===== src/rtl/var_clk_div.sv =====
// rtl/var_clk_div.sv - power-of-two clock divider with rise/fall strobes
// Ratio and enable changes take effect only at period boundaries.
module var_clk_div #(
    parameter int SEL_W   = 4,
    parameter int MAX_SEL = 15
) (
    input  logic             clk,
    input  logic             rst,
    input  logic             en,
    input  logic [SEL_W-1:0] selector,
    output logic             clk_out,
    output logic             rise_stb,
    output logic             fall_stb,
    output logic [SEL_W-1:0] sel_cur,
    output logic             sel_upd,
    output logic             running
);

    localparam int CNT_W = (MAX_SEL > 1) ? MAX_SEL : 1;
    localparam logic [SEL_W-1:0] MAX_SEL_V = SEL_W'(MAX_SEL);

    typedef enum logic [1:0] {
        IDLE = 2'd0,
        RUN  = 2'd1,
        STOP = 2'd2
    } state_t;

    state_t           state;
    logic [CNT_W-1:0] cnt;
    logic [CNT_W-1:0] term_cnt;
    logic [CNT_W:0]   half;
    logic [SEL_W-1:0] sel_req;
    logic             at_term;
    logic             sel_diff;

    // half is one bit wider so H = 2^MAX_SEL still yields term_cnt = all ones
    always_comb begin
        sel_req  = (selector > MAX_SEL_V) ? MAX_SEL_V : selector;
        half     = (CNT_W+1)'(1) << sel_cur;
        term_cnt = CNT_W'(half - (CNT_W+1)'(1));
        at_term  = (cnt == term_cnt);
        sel_diff = (sel_req != sel_cur);
    end

    always_ff @(posedge clk or posedge rst) begin
        if (rst) begin
            state    <= IDLE;
            cnt      <= '0;
            clk_out  <= 1'b0;
            rise_stb <= 1'b0;
            fall_stb <= 1'b0;
            sel_cur  <= '0;
            sel_upd  <= 1'b0;
            running  <= 1'b0;
        end else begin
            rise_stb <= 1'b0;
            fall_stb <= 1'b0;
            sel_upd  <= 1'b0;
            case (state)
                IDLE: begin
                    cnt     <= '0;
                    clk_out <= 1'b0;
                    if (en) begin
                        state    <= RUN;
                        running  <= 1'b1;
                        clk_out  <= 1'b1;
                        rise_stb <= 1'b1;
                        if (sel_diff) begin
                            sel_cur <= sel_req;
                            sel_upd <= 1'b1;
                        end
                    end
                end
                RUN, STOP: begin
                    state <= en ? RUN : STOP;
                    if (!at_term) begin
                        cnt <= cnt + 1'b1;
                    end else begin
                        cnt <= '0;
                        if (clk_out) begin
                            clk_out  <= 1'b0;
                            fall_stb <= 1'b1;
                        end else if (state == STOP && !en) begin
                            // stop completes on the boundary: no further rise
                            state   <= IDLE;
                            running <= 1'b0;
                        end else begin
                            clk_out  <= 1'b1;
                            rise_stb <= 1'b1;
                            // a stop requested at this boundary freezes the ratio
                            if (en && sel_diff) begin
                                sel_cur <= sel_req;
                                sel_upd <= 1'b1;
                            end
                        end
                    end
                end
                default: begin
                    state   <= IDLE;
                    cnt     <= '0;
                    clk_out <= 1'b0;
                    running <= 1'b0;
                end
            endcase
        end
    end

endmodule


===== config.mk =====
export PLATFORM = sky130hd
export DESIGN_NAME = var_clk_div
export DESIGN_NICKNAME = d
export VERILOG_FILES = /design/src/rtl/var_clk_div.sv
export SDC_FILE = /design/constraint.sdc
export NUM_CORES = 1
export LEC_CHECK = 0
export ABC_AREA = 0
export BUFFER_PORTS_ARGS = -buffer_cell sky130_fd_sc_hd__buf_2
export CAP_MARGIN = 20
export CORE_ASPECT_RATIO = 0.7
export CORE_MARGIN = 2
export CORE_UTILIZATION = 65
export DETAILED_ROUTE_END_ITERATION = 8
export MAX_ROUTING_LAYER = met4
export PLACE_DENSITY = 0.85
export SKIP_CTS_REPAIR_TIMING = 1
export SYNTH_ARGS = -nofsm -noshare
export SYNTH_HDL_FRONTEND = slang
export SYNTH_SLANG_ARGS = --single-unit

===== constraint.sdc =====
create_clock -name clk -period 9.6 [get_ports clk]
set_input_delay 1.92 -clock clk [delete_from_list [all_inputs] [get_ports clk]]
set_output_delay 1.92 -clock clk [all_outputs]
set_load 0.1 [all_outputs]

==> results of run 1 <==
==> worst paths after layout <==
check / cells after the start / slack [ns] / from / endpoint
setup reg to reg: 9 / 5.38 / sel_cur[2] / sel_upd
max in group asynchronous: 3 / 7.72 / rst / fall_stb
min in group asynchronous: 2 / 1.52 / rst / cnt[2]
hold reg to reg: 2 / 0.53 / state[0] / state[0]
setup / recovery: 9 / 5.38 / sel_cur[2] / sel_upd
hold / removal: 2 / 0.53 / state[0] / state[0]
==> Yosys cell counts (2+ instances only) <==
library cell  count
or3_1             5
nor3_2           10
buf_2             6
nand2_1          23
o221ai_1          2
clkbuf_1          3
and3_1           10
o21a_1            2
xor2_1           11
o21ai_0          10
a21oi_1          13
a221o_1           2
a211oi_2          2
inv_1             9
nor3_1            9
a211o_1           4
xnor2_1          10
ha_1              5
nor4_1            3
a211oi_1          3
dfrtp_1          26
o21ai_1           2
o211ai_1          4
nor2b_1           4
a31oi_1           3
and2_1            4
nand3_1          11
a41oi_1           2
nand2b_1          2
and4_1            4
nor2_1           14
buf_6             3
nand4_1           2
==> stage by stage <==
stage                     power [uW]  utilization [%]  worst slack (ns)  hold slack [ns]  instance area (um2)
after CTS                      572.1            70.87             5.441           0.5322                 2216
after detailed placement       476.5            68.59             5.473           0.5109                 2145
after global routing           615.4            71.75             5.113           0.5574                 2243
after global placement         472.9            68.59             5.625           0.5115                 2145
after floorplan                425.1                -             6.004           0.4777                 2125
final                          577.3            71.75             5.378           0.5289                 2243
==> sequential cells by signal, indices dropped and copies added (netlist names) <==
register  cells
clk_out       1
cnt          15
state         2
rise_stb      1
sel_cur       4
fall_stb      1
running       1
sel_upd       1
==> worst min-delay path, stage by stage, from the launching register on <==
cell     delay, ns
dfrtp_1       0.38
nand2_1       0.05
o21ai_0       0.06
==> routing by layer <==
layer | vias to the layer above | share of wire (%) | wire [um]
met5 | - | 0 | 0
met4 | 0 | 0.90 | 44
met3 | 6 | 7.6 | 372
met2 | 99 | 41 | 2006
met1 | 871 | 50 | 2448
li1 | 905 | - | -
==> layout make-up <==
| class | instances | share of cell area, % |
|---|---|---|
| multi-input cells | 194 | 59.29 |
| flip-flops and latches | 26 | 29.00 |
| repair buffers | 16 | 4.573 |
| well taps | 38 | 2.119 |
| clock buffers | 3 | 1.840 |
| inverters | 11 | 1.840 |
| clock inverters | 1 | 1.339 |
==> logic make-up after synthesis <==
group,after synthesis,synth area share [%]
flops,26,30.62
simple gates,108,30.09
mux,1,0.5300
xor+xnor,21,8.657
compound gates,59,20.38
fa+ha+maj,5,2.945
buf+inv,25,6.772
==> report_power, final <==
part | internal (uW) | switching (uW) | total, uW
Sequential | 130 | 39.0 | 169
Combinational | 89.2 | 226 | 315
Clock | 55.9 | 37.4 | 93.3
Total | 275 | 302 | 577
==> impl_metrics.env, run 1 <==
export IMPL_worstSetupEndpointType="flip-flop"
export IMPL_fmax_mhz=236.8
export IMPL_mostFrequentLayoutCells="26 x dfrtp_1, 23 x nand2_1, 15 x buf_2, 14 x nor2_1, 13 x a21oi_1"
export IMPL_gp_congestion=0.8675
export IMPL_grt_pass1_wl_um=8010
export IMPL_hold_path_class="reg2reg"
export IMPL_grt_start_max_net_pins=27
export IMPL_status="finished, final reports clean"
export IMPL_numPortBuffers=15
export IMPL_drt_first_pass_iters=5
export IMPL_core_area_um2=3127
export IMPL_cp_slowest_stage_delay_ns=0.76
export IMPL_nFillCells=242
export IMPL_cts_tree="built"
export IMPL_die_area_um2=3749
export IMPL_crit_family="simple AND/OR/NAND/NOR gates"
export IMPL_peakVddDrop_mv=0.3081
export IMPL_synth_seq_area_share_pct=30.62
export IMPL_power_leakage_uw=0.0009008
export IMPL_synthFlopType="dfrtp_1"
export IMPL_cp_slowest_cell="and3_1"
export IMPL_num_rows=17
export IMPL_syn_num_nets=257
export IMPL_met2_usage_pct=37.00
export IMPL_cts_root_buf="clkbuf_8"
export IMPL_avgRoutedWirePerCell_um=16.86
export IMPL_post_dp_hpwl_um=3310
export IMPL_yosys_warnings=0
export IMPL_cap_violations=0
export IMPL_gr_usage_met3_pct=5.620
export IMPL_dr_first_iter_drc_count=276
export IMPL_clockBufferDepth=2
export IMPL_worstPathMaxFanout=25
export IMPL_timing_final_crit_period_ns=4.222
export IMPL_slew_headroom_pct=42.03
export IMPL_power_density_nw_per_um2=257.3
export IMPL_vias=1881
export IMPL_global_route_peak_usage_layer="met1"
export IMPL_required_ns=9.82
export IMPL_tightest_slew_ns=0.8695
export IMPL_drive_above_1_share_pct=15.54
export IMPL_netlist_area_leader_share_pct=30.62
export IMPL_clkTransAtPathRegs_ns=0.10
export IMPL_h_tree_depth=1
export IMPL_initial_core_util_pct=67.95
export IMPL_track_usage_pct=28.87
export IMPL_syn_area_per_cell_um2=8.672
export IMPL_viasPerCell=6.509
export IMPL_period_share_pct=43.98
export IMPL_cts_buffers=3
export IMPL_wirelength_um=4872
export IMPL_report_final_slew_viol_count=0
export IMPL_cts_sinks=26
export IMPL_synth_cell_types=55
export IMPL_synth_edf_count=0
export IMPL_mostFrequentLayoutCell="dfrtp_1"
export IMPL_seqCellArea_um2=650.6
export IMPL_cp_cell_sequence="nor3_2 -> nand2_1 -> ha_1 -> or3_1 -> a21oi_1 -> o21ai_0 -> a211oi_2 -> and3_1 -> a31o_1"
export IMPL_num_nets_final=264
export IMPL_die_h_um=51.83
export IMPL_worstPathArrival_ns=4.44
export IMPL_netlist_instances=245
export IMPL_ys_async_sr_fraction_pct=100.0
export IMPL_syn_area_um2=2125
export IMPL_synthToLayoutAreaGrowth_pct=5.595
export IMPL_hold_viol=0
export IMPL_setup_viol=0
export IMPL_dp_cells=284
export IMPL_criticalPathCategory="reg2reg"
export IMPL_rsz0062_at_grt="no"
export IMPL_die_width_um=72.33
export IMPL_fin_cells=289
export IMPL_worst_skew_pair_late_latency_ns=0.28
export IMPL_grt_met1_usage_pct=46.43
export IMPL_first_global_vias=1581
export IMPL_grt_overflow_total=0
export IMPL_skew_ns=0.003678
export IMPL_critPathLaunchType="flip-flop"
export IMPL_fin_setup_tns_ns=0
export IMPL_worstPathBufferInverterCount=0
export IMPL_ys_ff_latch=26
export IMPL_antenna_left=0
export IMPL_grt_antenna_before_repair=0
export IMPL_insertedDiodeCount=0
export IMPL_yosysTopAreaCell="dfrtp_1"
export IMPL_synth_area_top_cells="dfrtp_1 31%, nor3_2 4.7%, xor2_1 4.5%, xnor2_1 4.1%, nand2_1 4.1%"
export IMPL_multi_input_area_um2=1330
export IMPL_io_pins=16
export IMPL_route_detailed_drc=0
(Power assumes the default switching activity.)
==> inputs of run 2 (changes only) <==
Settings changed: CORE_UTILIZATION 65 to 60, PLACE_DENSITY 0.85 to 0.8.
Clock period 9.6 ns to 4.4 ns, I/O delays scaled along.
==> run 2 against run 1 <==
Compared with the run above:
- clock skew rose by 0.0023 ns
- highest routed layer unchanged
- critical path type unchanged
- clock power rose by 120%
- critical endpoint is now cnt[2]
- final cell count rose by 5.5%
- global-route usage fell by 2.3 points
==> impl_metrics.env, run 2 (synthesis gave the netlist of run 1 again) <==
export IMPL_synthToLayoutAreaGrowth_pct=7.715
export IMPL_drt_first_pass_iters=4
export IMPL_hold_viol=0
export IMPL_fmax_mhz=261.7
export IMPL_cts_root_buf="clkbuf_8"
export IMPL_criticalPathCategory="reg2reg"
export IMPL_comb_power_share_pct=56.1
export IMPL_h_tree_depth=1
export IMPL_first_global_vias=1531
export IMPL_mostFrequentLayoutCells="26 x dfrtp_1, 23 x nand2_1, 15 x buf_2, 14 x nor2_1, 13 x a21oi_1"
export IMPL_numPortBuffers=15
export IMPL_p_sw_share_pct=52.01
export IMPL_worstPathMaxFanout=25
export IMPL_insertedDiodeCount=0
export IMPL_grt_start_max_net_pins=27
export IMPL_die_h_um=53.79
export IMPL_peakVddDrop_mv=0.7520
export IMPL_hold_path_class="in2async"
export IMPL_antenna_left=0
export IMPL_clockBufferDepth=2
export IMPL_initial_core_util_pct=61.66
export IMPL_top_register="cnt"
export IMPL_worstSetupEndpointType="flip-flop"
export IMPL_gp_congestion=0.9179
export IMPL_avgRoutedWirePerCell_um=16.02
export IMPL_grt_overflow_total=0
export IMPL_grt_pass1_wl_um=7810
export IMPL_cts_buffers=3
export IMPL_cap_violations=0
export IMPL_power_leakage_uw=0.0009191
export IMPL_drive_above_1_share_pct=16.86
export IMPL_worstPathArrival_ns=3.95
export IMPL_largest_reg_flops=15
export IMPL_timing_final_crit_period_ns=3.821
export IMPL_setup_viol=0
export IMPL_timing_hold_ws_ns=0.4815
export IMPL_wirelength_um=4885
export IMPL_critPathLaunchType="flip-flop"
export IMPL_nFillCells=301
export IMPL_report_final_slew_viol_count=0
export IMPL_internal_power_uw=607.4
export IMPL_period_share_pct=86.83
export IMPL_track_usage_pct=26.55
export IMPL_die_area_um2=4040
export IMPL_fin_setup_tns_ns=0
export IMPL_power_density_nw_per_um2=553.1
export IMPL_clock_power_share_pct=16.1
export IMPL_num_rows=18
export IMPL_cts_tree="built"
export IMPL_rrSetupSlack_ns=0.58
export IMPL_dr_first_iter_drc_count=195
export IMPL_status="finished, final reports clean"
export IMPL_route_detailed_drc=0
export IMPL_clkTransAtPathRegs_ns=0.10
export IMPL_num_nets_final=268
export IMPL_vias=1899
export IMPL_grt_antenna_before_repair=0
export IMPL_mostFrequentLayoutCell="dfrtp_1"
export IMPL_tightest_slew_ns=0.8186
export IMPL_p_switching_uw=658.2
export IMPL_core_area_um2=3446
export IMPL_cts_sinks=26
export IMPL_worst_skew_pair_late_latency_ns=0.28
export IMPL_power_frac_seq_pct=27.8
export IMPL_rsz0062_at_grt="no"
export IMPL_required_ns=4.53
export IMPL_top_regs="cnt (15), sel_cur (4), state (2)"
export IMPL_slew_headroom_pct=45.37
export IMPL_post_dp_hpwl_um=3414
export IMPL_die_width_um=75.12
export IMPL_viasPerCell=6.226
export IMPL_io_pins=16
export IMPL_skew_ns=0.005961
-- run 2: cell types whose count changed in the layout (fill, tap and decap cells not counted) --
cell,before,now
buf_4,0,4
-- run 2: stage by stage --
step                util, %  cell area, um2  power (uW)  worst slack [ns]  instances
floorplan                 -            2125       927.4            0.8044        245
global placement      63.54            2190        1045            0.7321        300
detailed placement    63.54            2190        1052            0.6049        300
CTS                   65.61            2261        1264            0.6163        304
global route          66.41            2288        1351            0.3301        305
finish                66.41            2288        1266            0.5793        305
-- run 2: cell type report --
class / count / area (um2) / area share, %
clock inverters: 1 / 30.03 / 1.312
inverters: 11 / 41.29 / 1.804
clock buffers: 3 / 41.29 / 1.804
well taps: 50 / 62.56 / 2.734
repair buffers: 20 / 132.6 / 5.796
flip-flops and latches: 26 / 650.6 / 28.43
multi-input cells: 194 / 1330 / 58.12
-- run 2: power by group through the flow --
stage / Sequential, uW / Clock (uW) / Combinational [uW]
final: 352 / 204 / 710
after global routing: 360 / 220 / 772
after CTS: 351 / 211 / 702
after detailed placement: 355 / 0 / 697
after global placement: 353 / 0 / 692
after floorplan: 500 / 0 / 428
-- run 2: worst max-delay path: stages (launching register included) --
cell and delay [ns]:
dfrtp_1 0.67, nor3_2 0.47, nand2_1 0.10, ha_1 0.42, or4_4 0.62, a21oi_2 0.14
a31oi_1 0.08, a2111oi_4 0.59, and3_1 0.24, buf_4 0.24, nor3_1 0.08
-- run 2: worst paths after layout --
kind / from / end / depth (start not counted)
min: rst / cnt[2] / 2
max in group asynchronous: rst / fall_stb / 3
max: sel_cur[1] / cnt[2] / 10
min in group clk: state[0] / state[0] / 2
max reg2reg: sel_cur[1] / cnt[2] / 10
min reg2reg: state[0] / state[0] / 2
-- run 2: layer usage --
metal | up-vias | part of all wire (%) | track usage (%)
li1 | 916 | - | -
met1 | 916 | 50 | 43.40
met2 | 61 | 41 | 31.73
met3 | 6 | 8.1 | 7.116
met4 | 0 | 0.80 | 3.571
met5 | - | 0 | -
